### src/rtl/mem_stage_ctrl_pkg.sv
// Shared definitions for the MEM stage controller.
// Holds the FSM state encoding and the MEM/WB control_wb bubble value.
package mem_stage_ctrl_pkg;

    typedef enum logic [1:0] {
        S_IDLE   = 2'd0,
        S_ACCESS = 2'd1,
        S_DONE   = 2'd2,
        S_ERROR  = 2'd3
    } mem_state_e;

    // control_wb value forced into the MEM/WB latch on a bubble
    localparam logic [1:0] CTRL_WB_NOP = 2'b00;

endpackage

### src/rtl/mem_timeout_cnt.sv
// Timeout counter for outstanding data memory accesses.
// Ports:
//   i_clk, i_rst_n : clock, async active-low reset
//   i_clr          : synchronous clear (has priority over i_en)
//   i_en           : count one more cycle without ack
//   o_expire       : count has reached TIMEOUT-1
module mem_timeout_cnt #(
    parameter int unsigned TO_W    = 4,
    parameter int unsigned TIMEOUT = 15
) (
    input  logic i_clk,
    input  logic i_rst_n,
    input  logic i_clr,
    input  logic i_en,
    output logic o_expire
);

    logic [TO_W-1:0] r_cnt;

    always_ff @(posedge i_clk or negedge i_rst_n) begin
        if (!i_rst_n) begin
            r_cnt <= '0;
        end else if (i_clr) begin
            r_cnt <= '0;
        end else if (i_en) begin
            r_cnt <= r_cnt + 1'b1;
        end
    end

    assign o_expire = (r_cnt == TO_W'(TIMEOUT - 1));

endmodule

### src/rtl/mem_stage_ctrl.sv
// MEM stage sequencer for a 5-stage MIPS pipeline with a variable-latency
// data memory (req/ack handshake). Freezes upstream latches while an access
// is outstanding, controls load/bubble of the MEM/WB latch, captures load data,
// guards against a missing ack and counts stall cycles.
// Ports:
//   i_clk, i_rst_n               : clock, async active-low reset
//   i_mem_valid/read/write       : instruction in MEM (read&write = store)
//   o_dmem_req, o_dmem_we        : registered memory request / write qualifier
//   i_dmem_ack, i_dmem_rdata     : memory completion and read data
//   o_mem_rdata                  : captured load data for MEM/WB
//   o_pipe_stall                 : hold PC, IF/ID, ID/EX, EX/MEM (combinational)
//   o_mem_wb_en, o_mem_wb_bubble : MEM/WB load enable / control_wb clear
//   i_err_clr, o_bus_err         : clear timeout error / sticky timeout flag
//   o_stall_cnt                  : saturating count of stall cycles
module mem_stage_ctrl
    import mem_stage_ctrl_pkg::*;
#(
    parameter int unsigned DATA_W  = 32,
    parameter int unsigned TO_W    = 4,
    parameter int unsigned TIMEOUT = 15,
    parameter int unsigned STAT_W  = 16
) (
    input  logic              i_clk,
    input  logic              i_rst_n,
    input  logic              i_mem_valid,
    input  logic              i_mem_read,
    input  logic              i_mem_write,
    output logic              o_dmem_req,
    output logic              o_dmem_we,
    input  logic              i_dmem_ack,
    input  logic [DATA_W-1:0] i_dmem_rdata,
    output logic [DATA_W-1:0] o_mem_rdata,
    output logic              o_pipe_stall,
    output logic              o_mem_wb_en,
    output logic              o_mem_wb_bubble,
    input  logic              i_err_clr,
    output logic              o_bus_err,
    output logic [STAT_W-1:0] o_stall_cnt
);

    mem_state_e        r_state;
    mem_state_e        w_state_d;
    logic              r_dmem_req;
    logic              r_dmem_we;
    logic [DATA_W-1:0] r_mem_rdata;
    logic              r_bus_err;
    logic [STAT_W-1:0] r_stall_cnt;

    logic w_mem_op;
    logic w_stall;
    logic w_to_clr;
    logic w_to_en;
    logic w_to_expire;

    assign w_mem_op = i_mem_valid & (i_mem_read | i_mem_write);

    mem_timeout_cnt #(
        .TO_W    (TO_W),
        .TIMEOUT (TIMEOUT)
    ) u_timeout (
        .i_clk    (i_clk),
        .i_rst_n  (i_rst_n),
        .i_clr    (w_to_clr),
        .i_en     (w_to_en),
        .o_expire (w_to_expire)
    );

    always_comb begin
        w_state_d       = r_state;
        w_stall         = 1'b0;
        o_mem_wb_en     = 1'b1;
        o_mem_wb_bubble = 1'b0;
        // counter only runs inside ACCESS, so it starts at zero on every entry
        w_to_clr        = 1'b1;
        w_to_en         = 1'b0;
        unique case (r_state)
            S_IDLE: begin
                if (w_mem_op) begin
                    w_stall         = 1'b1;
                    o_mem_wb_bubble = 1'b1;
                    w_state_d       = S_ACCESS;
                end else begin
                    o_mem_wb_bubble = ~i_mem_valid;
                end
            end
            S_ACCESS: begin
                w_stall         = 1'b1;
                o_mem_wb_bubble = 1'b1;
                w_to_clr        = 1'b0;
                // ack wins over a coincident timeout
                if (i_dmem_ack) begin
                    w_state_d = S_DONE;
                end else if (w_to_expire) begin
                    w_state_d = S_ERROR;
                end else begin
                    w_to_en = 1'b1;
                end
            end
            S_DONE: begin
                w_state_d = S_IDLE;
            end
            S_ERROR: begin
                w_stall         = 1'b1;
                o_mem_wb_bubble = 1'b1;
                if (i_err_clr) begin
                    w_state_d = S_IDLE;
                end
            end
            default: begin
                w_state_d = S_IDLE;
            end
        endcase
    end

    always_ff @(posedge i_clk or negedge i_rst_n) begin
        if (!i_rst_n) begin
            r_state     <= S_IDLE;
            r_dmem_req  <= 1'b0;
            r_dmem_we   <= 1'b0;
            r_mem_rdata <= '0;
            r_bus_err   <= 1'b0;
        end else begin
            r_state <= w_state_d;
            unique case (r_state)
                S_IDLE: begin
                    if (w_mem_op) begin
                        r_dmem_req <= 1'b1;
                        r_dmem_we  <= i_mem_write;
                    end
                end
                S_ACCESS: begin
                    if (i_dmem_ack) begin
                        r_dmem_req <= 1'b0;
                        r_dmem_we  <= 1'b0;
                        // r_dmem_we still marks the access type here
                        if (!r_dmem_we) begin
                            r_mem_rdata <= i_dmem_rdata;
                        end
                    end else if (w_to_expire) begin
                        r_dmem_req <= 1'b0;
                        r_dmem_we  <= 1'b0;
                        r_bus_err  <= 1'b1;
                    end
                end
                S_ERROR: begin
                    if (i_err_clr) begin
                        r_bus_err <= 1'b0;
                    end
                end
                default: begin
                end
            endcase
        end
    end

    always_ff @(posedge i_clk or negedge i_rst_n) begin
        if (!i_rst_n) begin
            r_stall_cnt <= '0;
        end else if (w_stall && (r_stall_cnt != {STAT_W{1'b1}})) begin
            r_stall_cnt <= r_stall_cnt + 1'b1;
        end
    end

    assign o_pipe_stall = w_stall;
    assign o_dmem_req   = r_dmem_req;
    assign o_dmem_we    = r_dmem_we;
    assign o_mem_rdata  = r_mem_rdata;
    assign o_bus_err    = r_bus_err;
    assign o_stall_cnt  = r_stall_cnt;

endmodule
### config.mk
export PLATFORM = sky130hd
export DESIGN_NAME = mem_stage_ctrl
export DESIGN_NICKNAME = d
export VERILOG_FILES = /design/src/rtl/mem_stage_ctrl_pkg.sv /design/src/rtl/mem_timeout_cnt.sv /design/src/rtl/mem_stage_ctrl.sv
export SDC_FILE = /design/constraint.sdc
export NUM_CORES = 1
export LEC_CHECK = 0
export ABC_AREA = 1
export CORE_MARGIN = 1
export CORE_UTILIZATION = 30
export CTS_BUF_LIST = sky130_fd_sc_hd__clkbuf_4
export DETAILED_ROUTE_END_ITERATION = 16
export GPL_ROUTABILITY_DRIVEN = 0
export GPL_TIMING_DRIVEN = 0
export PLACE_DENSITY_LB_ADDON = 0.25
export SLEW_MARGIN = 5
export SYNTH_ARGS = -nofsm -noshare
export SYNTH_HDL_FRONTEND = slang
export SYNTH_SLANG_ARGS = --single-unit
export TNS_END_PERCENT = 1
### constraint.sdc
create_clock -name i_clk -period 2.7 [get_ports i_clk]
set_input_delay 0.81 -clock i_clk [delete_from_list [all_inputs] [get_ports i_clk]]
set_output_delay 0.81 -clock i_clk [all_outputs]
set_load 0.1 [all_outputs]
======== Yosys cells after proc, flatten, opt, wreduce, memory -nomap -nowiden ========
Cells that the tools add are included.
W data, S select, Z words.
word-level totals
  input bits .............................. 39
  register bits ........................... 57
  logic and storage cells ................. 57
cells by class
  add/subtract/negate cells ............... 2
  reductions and logical operators ........ 9
  mux-type cells .......................... 24
  bitwise operators ....................... 4
  equality and inequality tests ........... 11
operator list
  operator                 number
  $add A16 B1 Y16 const B  1
  $ne A16 B16 Y1 const B   1
  $mux W1                  12
  $pmux W1 S2              5
  $reduce_and A3 Y1        3
  $mux W2                  4
  $mux W4                  2
  $pmux W2 S4              1
  $ne A2 B2 Y1 const B     3
  $add A4 B1 Y4 const B    1
  $eq A2 B2 Y1 const B     2
  $eq A4 B4 Y1 const B     1
  $ne A2 B1 Y1 const B     2
  $reduce_and A4 Y1        1
  $reduce_bool A2 Y1       2
  $ne A3 B2 Y1 const B     1
  $eq A2 B1 Y1 const B     1
  $logic_not A2 Y1         1
  $not A1 Y1               2
  $reduce_or A2 Y1         1
  $and A1 B1 Y1            1
  $logic_and A1 B1 Y1      1
  $or A1 B1 Y1             1

======== Depth between registers and ports, before layout ========
  word-level depth ........................ 6
  depth in mapped cells ................... 10

======== By module ========
Synthesis repeated with hierarchy kept, for this count alone.
second synthesis, totals
  cells, all modules ...................... 285
  area, all modules ....................... 2730.1 sq um
modules (own cells, without submodules)
  module           times used  area each (sq um)  seq. area each (sq um)  cells each
  mem_stage_ctrl   1           2504.9             1326.3                  260
  mem_timeout_cnt  1           225.2              100.1                   25

======== Least setup slack after synthesis ========
No wires, ideal clock.
  path type ............................... input port to output port
  start point ............................. input port i_mem_write
  end point ............................... output port o_mem_wb_bubble
  stages .................................. 4
  path slack .............................. 0.240 ns
  path buffers ............................ 0
  arrival ................................. 1.650 ns
  data required time ...................... 1.890 ns
  cell sequence ........................... inv_1 -> nand2_2 -> o21ai_0 -> nand2_1
between the ends
  cells in the longest elaborated chain, start to end .. 4
RTL lines
  what             RTL line              text
  start, declared  mem_stage_ctrl.sv:27  input logic i_mem_write,
  $or A1 B1 Y1     mem_stage_ctrl.sv:55  assign w_mem_op = i_mem_valid & (i_mem_read | i_mem_write);
  $and A1 B1 Y1    mem_stage_ctrl.sv:55
  $mux W1          mem_stage_ctrl.sv:78  if (w_mem_op) begin
  $pmux W1 S2      mem_stage_ctrl.sv:76  unique case (r_state)
  end, declared    mem_stage_ctrl.sv:35  output logic o_mem_wb_bubble,
No other way between the ends.

======== Worst setup path in the final report ========
Same ends and word-level chain as after synthesis.

==> impl_metrics.yaml <==
sta:
  setup_violations: 0
  final_hold_viol_count: 0
  finalCritPeriodShare_pct: 96.09
  slew_headroom_pct: 34.92
  rsz0062_at_grt: "false"
  slew_violations: 0
  layout_min_cycle_time_ps: 2594
  max_freq_mhz: 385.5
  tightestPinTransition_ps: 980.1
  finClkSkew_ps: 10.44
critical_path:
  start_kind: "input pin"
  worstPathCellList: "clkdlybuf4s50_1 -> inv_1 -> nand2_2 -> o21ai_0 -> nand2_1 -> buf_6"
  cp_max_fo: 4
  path_class: "in -> out"
  cp_num_buf_inv: 3
  end_kind: "output port"
  cpPeakStageDelay_ps: 450
  required_ps: 1890
  slowest_stage: "clkdlybuf4s50_1"
  cp_top_family: "buffers and inverters"
  cp.arrival_ps: 1780
clock_tree:
  numCtsBuffers: 9
  clockBufferDepth: 2
  htree_levels: 3
  clock_latency_ps: 380
  clkTransAtPathRegs_ps: 100
  cts_root_buf: "clkbuf_4"
  cts_tree: "done"
  cts_hold_buffers: 0
  clock-sinks: 57
logic_synthesis:
  ys_ff_latch: 57
  postSynthAreaPerCell_um2: 10.09
  syn_inst: 285
  syn-num-nets: 327
  ys.warnings.count: 0
  yosysSeqAreaShare_pct: 49.61
  syn_area_um2: 2875
  ys_types: 30
die:
  fp.coreArea_um2: 9284
  start_util_pct: 30.97
  rows: 35
  die_h_um: 99.90
  die_area_um2: 9980
  chipWidth_um: 99.90
  io-pin-count: 93
layout:
  final_cell_mix: "nand2_1 (81), dfrtp_1 (57), dlygate4sd2_1 (51)"
  post-route-util_pct: 43.99
  area_growth_pct: 42.04
  antenna_cells: 0
  drive_gt1_share_pct: 18.07
  final_nets: 430
  layout_commonest_cell: "nand2_1"
drt:
  vias: 2240
  wl_per_cell_um: 11.66
  drt_iter0_markers: 45
  routed_wl_mm: 6.088
  drtPass1Iterations: 4
  ant_nets: 0
  drcViolationCount: 0
  vias_per_cell: 4.291
global_route:
  grt_use_met3_pct: 3.969
  grt_pass1_wl_mm: 10.21
  grt_max_degree: 58
  track_usage_pct: 13.01
  grtUsageMet2_pct: 21.06
  grt_pass1_vias: 2208
  top_usage_layer: "met2"
  grtUsageMet1_pct: 16.25
  antenna_found_initial: 0
  grt_overflow: 0
hold_path:
  hold_class: "in -> async"
placement:
  portBuffers: 91
  hpwlAfterDp_mm: 4.380
outcome:
  status: "finished clean"
job:
  cap_violations: 0
sequential cells by signal (all words and copies together) (netlist names):
signal,flops
u_timeout.r_cnt,4
r_state,2
o_stall_cnt,16
o_bus_err,1
o_dmem_req,1
o_dmem_we,1
o_mem_rdata,32
worst register-to-register path, stage by stage, from the launching register on:
cell and delay (ps):
dfrtp_1 490, inv_2 120, nand3_2 90, nand2_4 90, buf_4 180, inv_4 40, nor2_2 390, nand2_1 110
nand2_1 70
per-stage QoR:
step                setup slack (ps)  cells  instance area (um2)  hold slack, ps  TNS [ps]
finish                         105.7    522                 4084           456.7         0
global route                   2.358    522                 4084           517.0         0
CTS                            1.480    521                 4065           486.0         0
detailed placement            -928.8    505                 3945           464.9     -1724
global placement               -1174    505                 3948           459.9    -68380
floorplan                      240.1    285                 2875           507.3         0
logic make-up (layout without fill, tap and decap cells):
kind of cell               after synthesis  in the layout  synth area share [%]
and+or+nand+nor                        141            141                 22.80
DFF                                     57             57                 49.61
muxes                                   32             32                 16.45
buffers and inverters                   32            140                 5.483
AOI/OAI and AO/OA                       13             13                 2.394
xor gates and xnor gates                 6              6                 1.828
adders and majority gates                3              3                 1.306
other                                    1              1                0.1304
synthesized netlist by cell type, drive strengths merged:
cell	n	area [um2]
nand2	87	370.4
dfrtp	57	1426
mux2	32	473.0
nor2	29	137.6
inv	26	100.1
nand3	17	95.09
o21ai	9	45.04
nand4	6	37.54
buf	5	52.55
xnor2	5	43.79
ha	3	37.54
a21oi	2	10.01
nand3b	2	15.01
a31oi	1	6.260
clkinv	1	5.000
conb	1	3.750
o21bai	1	7.510
xor2	1	8.760
worst paths after layout:
path / startpoint / endpoint / slack (ps) / cells after the start
min in group i_clk: o_dmem_req / o_dmem_req / 480 / 2
worst max-delay path: i_mem_write / o_mem_wb_bubble / 110 / 6
worst min register to register: o_dmem_req / o_dmem_req / 480 / 2
max in group asynchronous: i_rst_n / o_mem_rdata[24] / 1730 / 1
worst max register to register: r_state[1] / o_stall_cnt[9] / 1070 / 8
worst min-delay path: i_rst_n / o_stall_cnt[12] / 460 / 1
layout make-up:
| cell class | count | area, um2 |
|---|---|---|
| Clock inverter | 6 | 106.4 |
| Buffer | 5 | 52.55 |
| Inverter | 27 | 105.1 |
| Multi-Input combinational cell | 196 | 1291 |
| Timing Repair Buffer | 92 | 865.8 |
| Tap cell | 129 | 161.4 |
| Sequential cell | 57 | 1426 |
| Fill cell | 946 | 5200 |
| Clock buffer | 10 | 75.07 |
per-layer routing:
metal	up-vias	wire length, um	share of wire (%)
met5	-	0	0
met4	0	80	1.3
met3	10	409	6.7
met2	65	2833	47
met1	1043	2763	45
li1	1122	-	-
timing repair:
action | 4_1_cts | 5_1_grt
endpoints found under the setup margin | 53 | 2
gates resized for setup | 65 | 3
pin swaps | 0 | 1
setup buffers | 0 | 1
Power is not shown: default switching activity piles up to over one toggle a cycle in this logic, so the estimate is an artifact.
